==> config.mk <==
export PLATFORM = sky130hd
export DESIGN_NAME = serial_tx_framer
export DESIGN_NICKNAME = d
export VERILOG_FILES = /design/src/rtl/serial_tx_framer.sv
export SDC_FILE = /design/constraint.sdc
export NUM_CORES = 1
export LEC_CHECK = 0
export CAP_MARGIN = 30
export CORE_ASPECT_RATIO = 0.7
export CORE_MARGIN = 2
export CORE_UTILIZATION = 64
export DETAILED_ROUTE_END_ITERATION = 7
export HOLD_SLACK_MARGIN = 0.06
export PLACE_DENSITY = 0.84
export SYNTH_ARGS = -nofsm -noshare
export SYNTH_HDL_FRONTEND = slang
export SYNTH_SLANG_ARGS = --single-unit
==> constraint.sdc <==
create_clock -name clk -period 4.6 [get_ports clk]
set_input_delay 0.69 -clock clk [delete_from_list [all_inputs] [get_ports clk]]
set_output_delay 0.69 -clock clk [all_outputs]
set_load 0.01 [all_outputs]
==> src/rtl/serial_tx_framer.sv <==
// serial_tx_framer: buffers DATA_W-bit flits in a DEPTH-entry FIFO and
// serialises each one as start bit, data, optional parity and stop bits.
// Frames run back-to-back while the FIFO holds data.
module serial_tx_framer #(
  parameter int unsigned DATA_W    = 55,
  parameter int unsigned DEPTH     = 4,
  parameter int unsigned PARITY    = 0,
  parameter int unsigned STOP_BITS = 1,
  parameter int unsigned MSB_FIRST = 0
) (
  input  logic                         clk,
  input  logic                         rst,
  input  logic [DATA_W-1:0]            TX_Data,
  input  logic                         TX_Valid,
  output logic                         TX_Ready,
  output logic                         S_Data,
  output logic                         Busy,
  output logic [$clog2(DEPTH+1)-1:0]   Level
);

  localparam int unsigned LW = $clog2(DEPTH + 1);
  localparam int unsigned PW = $clog2(DEPTH);
  localparam int unsigned CW = (DATA_W > 1) ? $clog2(DATA_W) : 1;

  localparam logic [CW-1:0] LAST_BIT  = CW'(DATA_W - 1);
  localparam logic [1:0]    LAST_STOP = 2'(STOP_BITS - 1);
  localparam logic [LW-1:0] FULL_LVL  = LW'(DEPTH);

  typedef enum logic [2:0] {
    IDLE,
    START,
    DATA,
    PAR,
    STOP
  } state_t;

  state_t              state;
  state_t              state_nxt;
  logic [DATA_W-1:0]   mem [DEPTH];
  logic [PW-1:0]       wr_ptr;
  logic [PW-1:0]       rd_ptr;
  logic [DATA_W-1:0]   data_q;
  logic [CW-1:0]       bit_cnt;
  logic [CW-1:0]       bit_idx;
  logic [1:0]          stop_cnt;
  logic                push;
  logic                pop;
  logic                s_nxt;

  // FIFO can accept whenever it is not full; Level is 0 during reset so this reads 1
  assign TX_Ready = (Level != FULL_LVL);
  assign push     = TX_Valid && TX_Ready;

  // Frame state register
  always_ff @(posedge clk or posedge rst) begin
    if (rst) begin
      state <= IDLE;
    end else begin
      state <= state_nxt;
    end
  end

  // Next-state decode; pop is asserted on every entry into START
  always_comb begin
    state_nxt = state;
    pop       = 1'b0;
    case (state)
      IDLE: begin
        if (Level != '0) begin
          state_nxt = START;
          pop       = 1'b1;
        end
      end
      START: state_nxt = DATA;
      DATA: begin
        if (bit_cnt == LAST_BIT) begin
          state_nxt = (PARITY != 0) ? PAR : STOP;
        end
      end
      PAR: state_nxt = STOP;
      STOP: begin
        if (stop_cnt == LAST_STOP) begin
          if (Level != '0) begin
            state_nxt = START;
            pop       = 1'b1;
          end else begin
            state_nxt = IDLE;
          end
        end
      end
      default: state_nxt = IDLE;
    endcase
  end

  // Line value for the current state, registered onto S_Data one cycle later
  always_comb begin
    s_nxt   = 1'b0;
    bit_idx = (MSB_FIRST != 0) ? (LAST_BIT - bit_cnt) : bit_cnt;
    case (state)
      START:   s_nxt = 1'b1;
      DATA:    s_nxt = data_q[bit_idx];
      PAR:     s_nxt = (PARITY == 1) ? ^data_q : ~^data_q;
      default: s_nxt = 1'b0;
    endcase
  end

  // Per-state counters; both clear whenever their state is not active
  always_ff @(posedge clk or posedge rst) begin
    if (rst) begin
      bit_cnt  <= '0;
      stop_cnt <= '0;
    end else begin
      bit_cnt  <= (state == DATA) ? bit_cnt + CW'(1) : '0;
      stop_cnt <= (state == STOP) ? stop_cnt + 2'd1 : '0;
    end
  end

  // FIFO pointers, occupancy, and head capture into the frame data register
  always_ff @(posedge clk or posedge rst) begin
    if (rst) begin
      wr_ptr <= '0;
      rd_ptr <= '0;
      Level  <= '0;
      data_q <= '0;
    end else begin
      if (push) begin
        wr_ptr <= wr_ptr + PW'(1);
      end
      if (pop) begin
        rd_ptr <= rd_ptr + PW'(1);
        data_q <= mem[rd_ptr];
      end
      case ({push, pop})
        2'b10:   Level <= Level + LW'(1);
        2'b01:   Level <= Level - LW'(1);
        default: Level <= Level;
      endcase
    end
  end

  // FIFO storage; contents need no reset because the pointers gate visibility
  always_ff @(posedge clk) begin
    if (push) begin
      mem[wr_ptr] <= TX_Data;
    end
  end

  // Registered line and busy outputs
  always_ff @(posedge clk or posedge rst) begin
    if (rst) begin
      S_Data <= 1'b0;
      Busy   <= 1'b0;
    end else begin
      S_Data <= s_nxt;
      Busy   <= (state != IDLE);
    end
  end

endmodule
# == Word-level counts from Yosys, hierarchy flattened ==
# Memories as Yosys holds them, arrays and structs flattened. A register that Yosys moved wholly into a read port is not among the register bits.
# Index checks and enable logic that the tools add are counted.
# word_totals
ram_bits,220
reg_bits,20
n_memories,1
in_bits,58
# op_classes
add_sub_neg,6
n_lt_le_gt_ge,1
n_eq_ne,11
reduce_logical,8
n_mux,16
# mem_list
memory,words,width,read_ports,rd_clocked_by_memory_dff,write_ports,line_no,text
mem,4,55,1,1,1,39,logic [DATA_W-1:0] mem [DEPTH];
# op_table
op,count
XNOR reduction 55 bit,1
case mux 3 bit (5 select lines),1
2-to-1 mux 3 bit,3
"less-than comparator 6 x 7 -> 1 bit, second input constant",1
"adder 2 x 1 -> 2 bit, second input constant",3
"adder 6 x 1 -> 6 bit, second input constant",1
binary-select mux 1 bit (select 6 bit),1
"equality test 3 x 2 -> 1 bit, second input constant",2
"equality test 6 bit, second input constant",1
2-to-1 mux 1 bit,6
2-to-1 mux 6 bit,1
"inequality test 2 bit, second input constant",3
case mux 3 bit (2 select lines),1
nonzero test 3 bit,2
"adder 3 x 1 -> 3 bit, second input constant",1
"equality test 3 x 1 -> 1 bit, second input constant",1
"equality test 3 bit, second input constant",1
zero test 3 bit,1
"inequality test 3 bit, second input constant",1
case mux 1 bit (3 select lines),1
AND reduction 3 bit,1
"subtractor 3 x 1 -> 3 bit, second input constant",1
"equality test 2 x 1 -> 1 bit, second input constant",1
"equality test 2 bit, second input constant",1
5 further kinds,5

# == Logic depth before layout (Yosys ltp) ==
# Gate-level depths: netlist of run 1.
# logic_depth
word_depth,6
depth_mapped,12

# == Worst setup path before layout of run 1 ==
# No wires, ideal clock.
# synth_timing
path_type,register to register
startpoint,register Level[0]
endpoint,memory mem[0][0] (enable)
setup_time_ns,0.419
path_slack_ns,2.054
path_stages_with_launch,4
required_time_ns,4.181
arrival_time_ns,2.127
n_path_buf,0
cell_sequence,dfrtp_1 -> inv_1 -> nand3_1 -> and3_1
# synth_via
elab_chain_cells,4
# synth_lines
item,line_no,text
from (decl),18,output logic [$clog2(DEPTH+1)-1:0] Level
from (signal assigned),134,2'b10: Level <= Level + LW'(1);
from (signal assigned),135,2'b01: Level <= Level - LW'(1);
from (signal assigned),136,default: Level <= Level;
inequality test 3 bit,51,assign TX_Ready = (Level != FULL_LVL);
named net TX_Ready,15,"output logic TX_Ready,"
logical AND 1 bit,52,assign push = TX_Valid && TX_Ready;
2-to-1 mux 1 bit,143,if (push) begin
2-to-1 mux 1 bit (implied by the code),144,mem[wr_ptr] <= TX_Data;
to (decl),39,
# The timed path passes the listed nets, and every way through them passes these cells.

# == Final worst setup path of run 1 ==
# layout_timing
startpoint,register bit_cnt[0]
endpoint,register S_Data
# layout_via
elab_chain_cells,3
# layout_lines
item,line_no,text
from (decl),43,logic [CW-1:0] bit_cnt;
from (signal assigned),113,bit_cnt <= (state == DATA) ? bit_cnt + CW'(1) : '0;
binary-select mux 1 bit (select 6 bit),101,DATA: s_nxt = data_q[bit_idx];
2-to-1 mux 1 bit (implied by the code),101,
case mux 1 bit (3 select lines),99,case (state)
named net s_nxt,48,logic s_nxt;
to (signal assigned),154,S_Data <= s_nxt;
to (decl),16,"output logic S_Data,"
# The timed path passes the listed nets, and every way through them passes these cells. The select of a mux whose other input is x is not followed.
# A chain may end at the register's enable or synchronous reset.

==> results of run 1 <==
registers in the layout, indices dropped and copies added, names as in the netlist:
| name | flops |
|---|---|
| Busy | 1 |
| Level | 3 |
| S_Data | 1 |
| bit_cnt | 6 |
| data_q | 55 |
| mem | 220 |
| rd_ptr | 2 |
| state | 3 |
| stop_cnt | 2 |
| wr_ptr | 2 |
stage by stage:
stage	setup slack (ns)	area, um^2	hold WS, ns
final	1.89	13600	0.439
after global routing	1.82	13600	0.451
after CTS	1.90	13600	0.434
after detailed placement	1.65	12800	0.425
after floorplan	2.00	11900	0.402
after global placement	1.72	12700	0.412
routing by layer:
metal  track usage  wire (um)  up-vias
li1              -          -     2448
met1         0.362       9780     2976
met2         0.350      10200      199
met3        0.0363       1230       43
met4        0.0480        417        0
met5             0          0        -
layout by cell type (no fill, tap or decap), types with 3 or more instances in the layout:
cell type        count
clkbuf_1            10
inv_1               10
mux4_2              60
clkbuf_16           27
a211oi_1             3
and3_2               4
nand3_1              3
mux4_1               9
dfrtp_1             73
o21ai_0              3
mux2i_1              3
xor2_1              12
xnor2_1             48
buf_4                7
nand2_1              7
nor2b_1              3
mux2_2              55
edfxtp_1           220
nor2_1              12
clkinv_1             3
clkdlybuf4s50_1     63
ha_1                 8
clkinv_2             5
synthesized netlist by cell type, types with 3 or more instances:
cell type | instances | area share
buf_1 | 3 | 0.00095
xnor2_1 | 48 | 0.035
mux4_2 | 60 | 0.11
inv_1 | 11 | 0.0035
and3_1 | 5 | 0.0026
mux2i_1 | 3 | 0.0025
xor2_1 | 12 | 0.0088
nand3_1 | 3 | 0.0013
buf_2 | 7 | 0.0029
nor2b_1 | 3 | 0.0016
edfxtp_1 | 220 | 0.56
nor2_1 | 12 | 0.0038
mux4_1 | 9 | 0.020
o21ai_0 | 3 | 0.0013
a211oi_1 | 3 | 0.0019
mux2_2 | 55 | 0.052
ha_1 | 8 | 0.0084
nand2_1 | 7 | 0.0022
clkbuf_1 | 12 | 0.0038
dfrtp_1 | 75 | 0.16
layout make-up:
type | instances | area [um^2]
flip-flops and latches | 295 | 8490
fillers | 1001 | 4500
multi-input cells | 250 | 3240
clock buffers | 39 | 741
repair buffers | 72 | 738
well taps | 236 | 295
clock inverters | 9 | 66.3
inverters | 11 | 41.3
how the worst max path moves through the flow:
stage | end | start | cells after the start
finish | S_Data | bit_cnt[0] | 6
global route | S_Data | bit_cnt[1] | 6
CTS | S_Data | bit_cnt[1] | 6
detailed placement | mem[0][42] | TX_Valid | 3
global placement | mem[0][52] | TX_Valid | 3
floorplan | Busy | rst | 1
power groups by stage:
stage | Sequential (mW) | Clock, mW | Combinational, mW
5_1_grt | 4.24 | 2.22 | 4.49
3_5_place_dp | 4.21 | 0 | 4.18
4_1_cts | 4.17 | 2.10 | 4.24
6_report | 4.16 | 2.07 | 4.25
3_3_place_gp | 4.27 | 0 | 3.97
2_1_floorplan | 3.96 | 0 | 3.39
worst max-delay path, cell delays in order (launching register included):
cell and delay (ns):
dfrtp_1 0.87, mux4_1 0.67, mux4_2 0.48, nor2b_4 0.14
a211oi_2 0.20, or4_1 0.16, a21oi_1 0.07
logic make-up after synthesis:
logic type	synth area share
flip-flops	0.714
multiplexers	0.188
XOR/XNOR	0.0480
buffers and inverters	0.0137
AND/OR/NAND/NOR	0.0154
AO/OA/AOI/OAI	0.0102
adder cells (fa/ha/maj)	0.0101
==> impl_metrics.csv, run 1 <==
group,metric,value,unit
sta,period_share,0.589,
placed_design,portBuffers,63,
min_path,min_to,"stop_cnt[0]",
sta,tightest_slew,0.929,ns
setup_path,critPathLaunchType,"flop",
synthesis,ys_ff_latch,295,
route,vias_per_cell,6.21,
clock_tree,clock_sink_count,295,
grt,grt_pass1_vias,6126,
pwr,switching_share,0.308,
route,ant_nets,0,
route,wl,21600,um
grt,antenna_found_initial,0,
synthesis,ys_warn_count,0,
sta,min_period,2.71,ns
sta,hold_violations,0,
run_status,outcome,"completed",
clock_tree,cts_made_buffers,26,
pwr,p_leak,4.68,nW
clock_tree,post_cts_resized,0,
setup_path,r2r-end,"S_Data",
route,first_pass_iters,5,
run,max_cap_viol_count,0,
grt,grt_pass1_wl,34900,um
cells_and_area,final_cell_count_no_fill,912,
setup_path,endpoint_kind,"flop",
synthesis,synthesis.nets,648,
grt,grt.overflow.total,0,
pwr,post-layout-total-power,10.5,mW
synthesis,netlist_area,11900,um^2
synthesis,synth.avg_cell_area,20.4,um^2
synthesis,yosys_most_used_dff,"edfxtp_1",
grt,grtUsageTotal,0.230,
sta,setup-tns-final,0,ns
synthesis,async_reset_ff_frac,0.254,
route,num_vias,5666,
clock_tree,cts.path.max_buffers,3,
clock_tree,clkLatencyLatePin,0.53,ns
synthesis,syn_inst,581,
pwr,seqPwrFrac,0.397,
placed_design,dp_cells,863,
sta,setup_viol,0,
floorplan,die_area,19700,um^2
setup_path,cp.arrival,3.11,ns
cells_and_area,nets,723,
pwr,pwr-share-clk,0.197,
clock_tree,cts_tree,"done",
floorplan,initial_core_util,0.656,
min_path,min_from,"stop_cnt[0]",
route,wire_per_inst,23.7,um
setup_path,cp_max_fo,19,
clock_tree,cts_hold_buf,0,
cells_and_area,drive_gt1_frac,0.250,
floorplan,core,18100,um^2
clock_tree,clk_pin_slew_worst_paths,0.07,ns
route,drcViolationCount,0,
sta,relSlewSlack,0.381,
synthesis,ys_types,37,
sta,fmax,369,MHz
floorplan,io_pins,64,
min_path,hold_class,"reg -> reg",
synthesis,synth_enable_flop_cells,220,
cells_and_area,utilization,0.751,
cells_and_area,diodes,0,
sta,maxSlewViolCount,0,
floorplan,die_h,118,um
cells_and_area,area_growth,14.6,%
placed_design,gp_congestion,0.776,
pwr,cellPowerDensity,770,nW/um^2
pwr,peakVddDrop,0.000744,V
floorplan,die_width,167,um
min_path,hold-path-cell-count,1,
setup_path,worstSetupPathType,"reg -> reg",
grt,grt_max_degree,58,
route,drt_iter0_drc,534,
sta,fin_skew,0.00819,ns
clock_tree,cts_root_buffer,"clkbuf_16",
pwr,switchingPower,3.23,mW
setup_path,ff2ff_setup_slack,1.89,ns
floorplan,rows,41,
placed_design,place_hpwl,13300,um
setup_path,cp.required,5.01,ns
clock_tree,cts_htree_levels,1,
pwr,comb_power_share,0.405,
pwr,p_int,7.25,mW
setup_path,r2r-start,"bit_cnt[0]",
synthesis,ys_seq_area_frac,0.714,
clock_tree,cts_setup_buffers,0,
setup_path,ff2ff_path_depth,6,
sta,rsz0062_at_grt,"false",
No activity file was read; power rests on OpenSTA's default activity.
==> run 2: changes to the inputs <==
Settings changed: CORE_UTILIZATION 64 to 54, PLACE_DENSITY 0.84 to 0.76.
Clock period 4.6 ns to 2.43 ns, I/O delays scaled along.
==> run 2 against run 1 <==
Net effect:
- critical endpoint unchanged
- power up 86%
- critical path type unchanged
- sequential power up 87%
- largest power group is now registers
- via count down 1.0%
- critical path depth unchanged
- non-clock buffer count up 9
- core utilization down 11 points
- first-iteration DRC count down 26%
- combinational power up 79%
==> impl_metrics.csv, run 2 (same netlist as run 1, synthesis figures left out) <==
group,metric,value,unit
sta,setup_viol,0,
setup_path,critPathSlowestCell,"mux4_1",
clock_tree,cts_setup_buffers,0,
setup_path,ff2ff_setup_slack,0.20,ns
cells_and_area,top_register,"mem",
sta,setup-tns-final,0,ns
sta,hold_violations,0,
sta,relSlewSlack,0.515,
grt,grt_use_met2,0.301,
grt,grt_max_degree,58,
setup_path,crit_start,"bit_cnt[0]",
run_status,outcome,"completed",
cells_and_area,diodes,0,
sta,hold_ws,0.178,ns
floorplan,die_width,181,um
sta,fin_skew,0.0108,ns
pwr,p_leak,4.76,nW
setup_path,path_cells,"mux4_1 > mux4_2 > nor2b_4 > a211oi_2 > or4_1 > a21oi_1",
floorplan,rows,45,
placed_design,gp_congestion,0.855,
sta,fin_ws,0.198,ns
pwr,post-layout-total-power,19.5,mW
setup_path,cpLargestDelayFamily,"multiplexers",
setup_path,cp.required,2.84,ns
floorplan,initial_core_util,0.549,
route,drt_iter0_drc,395,
setup_path,critPathLaunchType,"flop",
route,wl,21100,um
clock_tree,cts_htree_levels,1,
grt,grt.overflow.total,0,
sta,maxSlewViolCount,0,
route,first_pass_iters,4,
grt,grt_pass1_vias,6025,
setup_path,cp.arrival,2.65,ns
sta,min_period,2.23,ns
pwr,cellPowerDensity,1410,nW/um^2
clock_tree,clkLatencyLatePin,0.53,ns
pwr,peakVddDrop,0.00111,V
setup_path,endpoint_kind,"flop",
sta,fmax,448,MHz
cells_and_area,utilization,0.640,
placed_design,place_hpwl,13200,um
min_path,hold_class,"in -> async",
clock_tree,cts.path.max_buffers,3,
grt,use_met3,0.0409,
setup_path,cp_max_fo,8,
sta,period_share,0.919,
cells_and_area,reg.largest.list,"mem (220), data_q (55), bit_cnt (6)",
placed_design,place_worst_setup_slack,0.179,ns
route,num_vias,5608,
clock_tree,cts_made_buffers,27,
cells_and_area,largest_reg_flops,220,
clock_tree,post_cts_resized,0,
setup_path,worstSetupPathType,"reg -> reg",
grt,antenna_found_initial,0,
cells_and_area,final_cell_mix,"220 x edfxtp_1, 73 x dfrtp_1, 63 x clkdlybuf4s50_1",
grt,grt_pass1_wl,34100,um
placed_design,portBuffers,63,
grt,grt.busiest_layer,"met2",
clock_tree,clock_sink_count,295,
clock_tree,cts_tree,"done",
route,vias_per_cell,5.79,
setup_path,cpPeakStageDelay,0.61,ns
clock_tree,clk_pin_slew_worst_paths,0.07,ns
cells_and_area,nets,733,
run,max_cap_viol_count,0,
cells_and_area,mostFrequentLayoutCell,"edfxtp_1",
clock_tree,cts_hold_buf,0,
cells_and_area,area_growth,16.5,%
clock_tree,cts_root_buffer,"clkbuf_16",
setup_path,r2r-start,"bit_cnt[0]",
sta,tightest_slew,0.727,ns
floorplan,die_h,128,um
grt,grtUsageMet1,0.285,
floorplan,io_pins,64,
setup_path,path_buf_inv,0,
floorplan,die_area,23200,um^2
cells_and_area,drive_gt1_frac,0.265,
sta,rsz0062_at_grt,"false",
route,ant_nets,0,
route,drcViolationCount,0,
floorplan,core,21600,um^2
grt,grtUsageTotal,0.193,
route,wire_per_inst,21.8,um
run 2: path summary, 6_finish.rpt:
check,cells past startpoint,endpoint
max,6,S_Data
min,2,data_q[49]
min in group clk,1,stop_cnt[0]
min reg2reg,1,stop_cnt[0]
max in group asynchronous,3,data_q[53]
max reg2reg,6,S_Data
run 2: final cells by class:
type,count,area [um^2]
Clock buffer,32,694
Multi-Input combinational cell,250,3240
Clock inverter,17,165
Timing Repair Buffer,81,853
Tap cell,282,353
Fill cell,1517,7790
Sequential cell,295,8490
Inverter,11,41.3
run 2: routing by layer:
layer / up-vias / wire length (um)
met3: 32 / 1340
met4: 0 / 393
met5: - / 0
li1: 2476 / -
met2: 150 / 9580
met1: 2950 / 9770
run 2: stage by stage:
stage          area, um^2  cells
4_1_cts             13800    968
5_1_grt             13800    968
2_1_floorplan       11900    581
3_3_place_gp        13000    919
3_5_place_dp        13000    919
6_report            13800    968
run 2: report_power, final:
group | switching, mW | internal (mW) | total, mW
Sequential | 0.900 | 6.87 | 7.77
Combinational | 3.25 | 4.35 | 7.60
Clock | 1.74 | 2.36 | 4.11
Total | 5.89 | 13.6 | 19.5
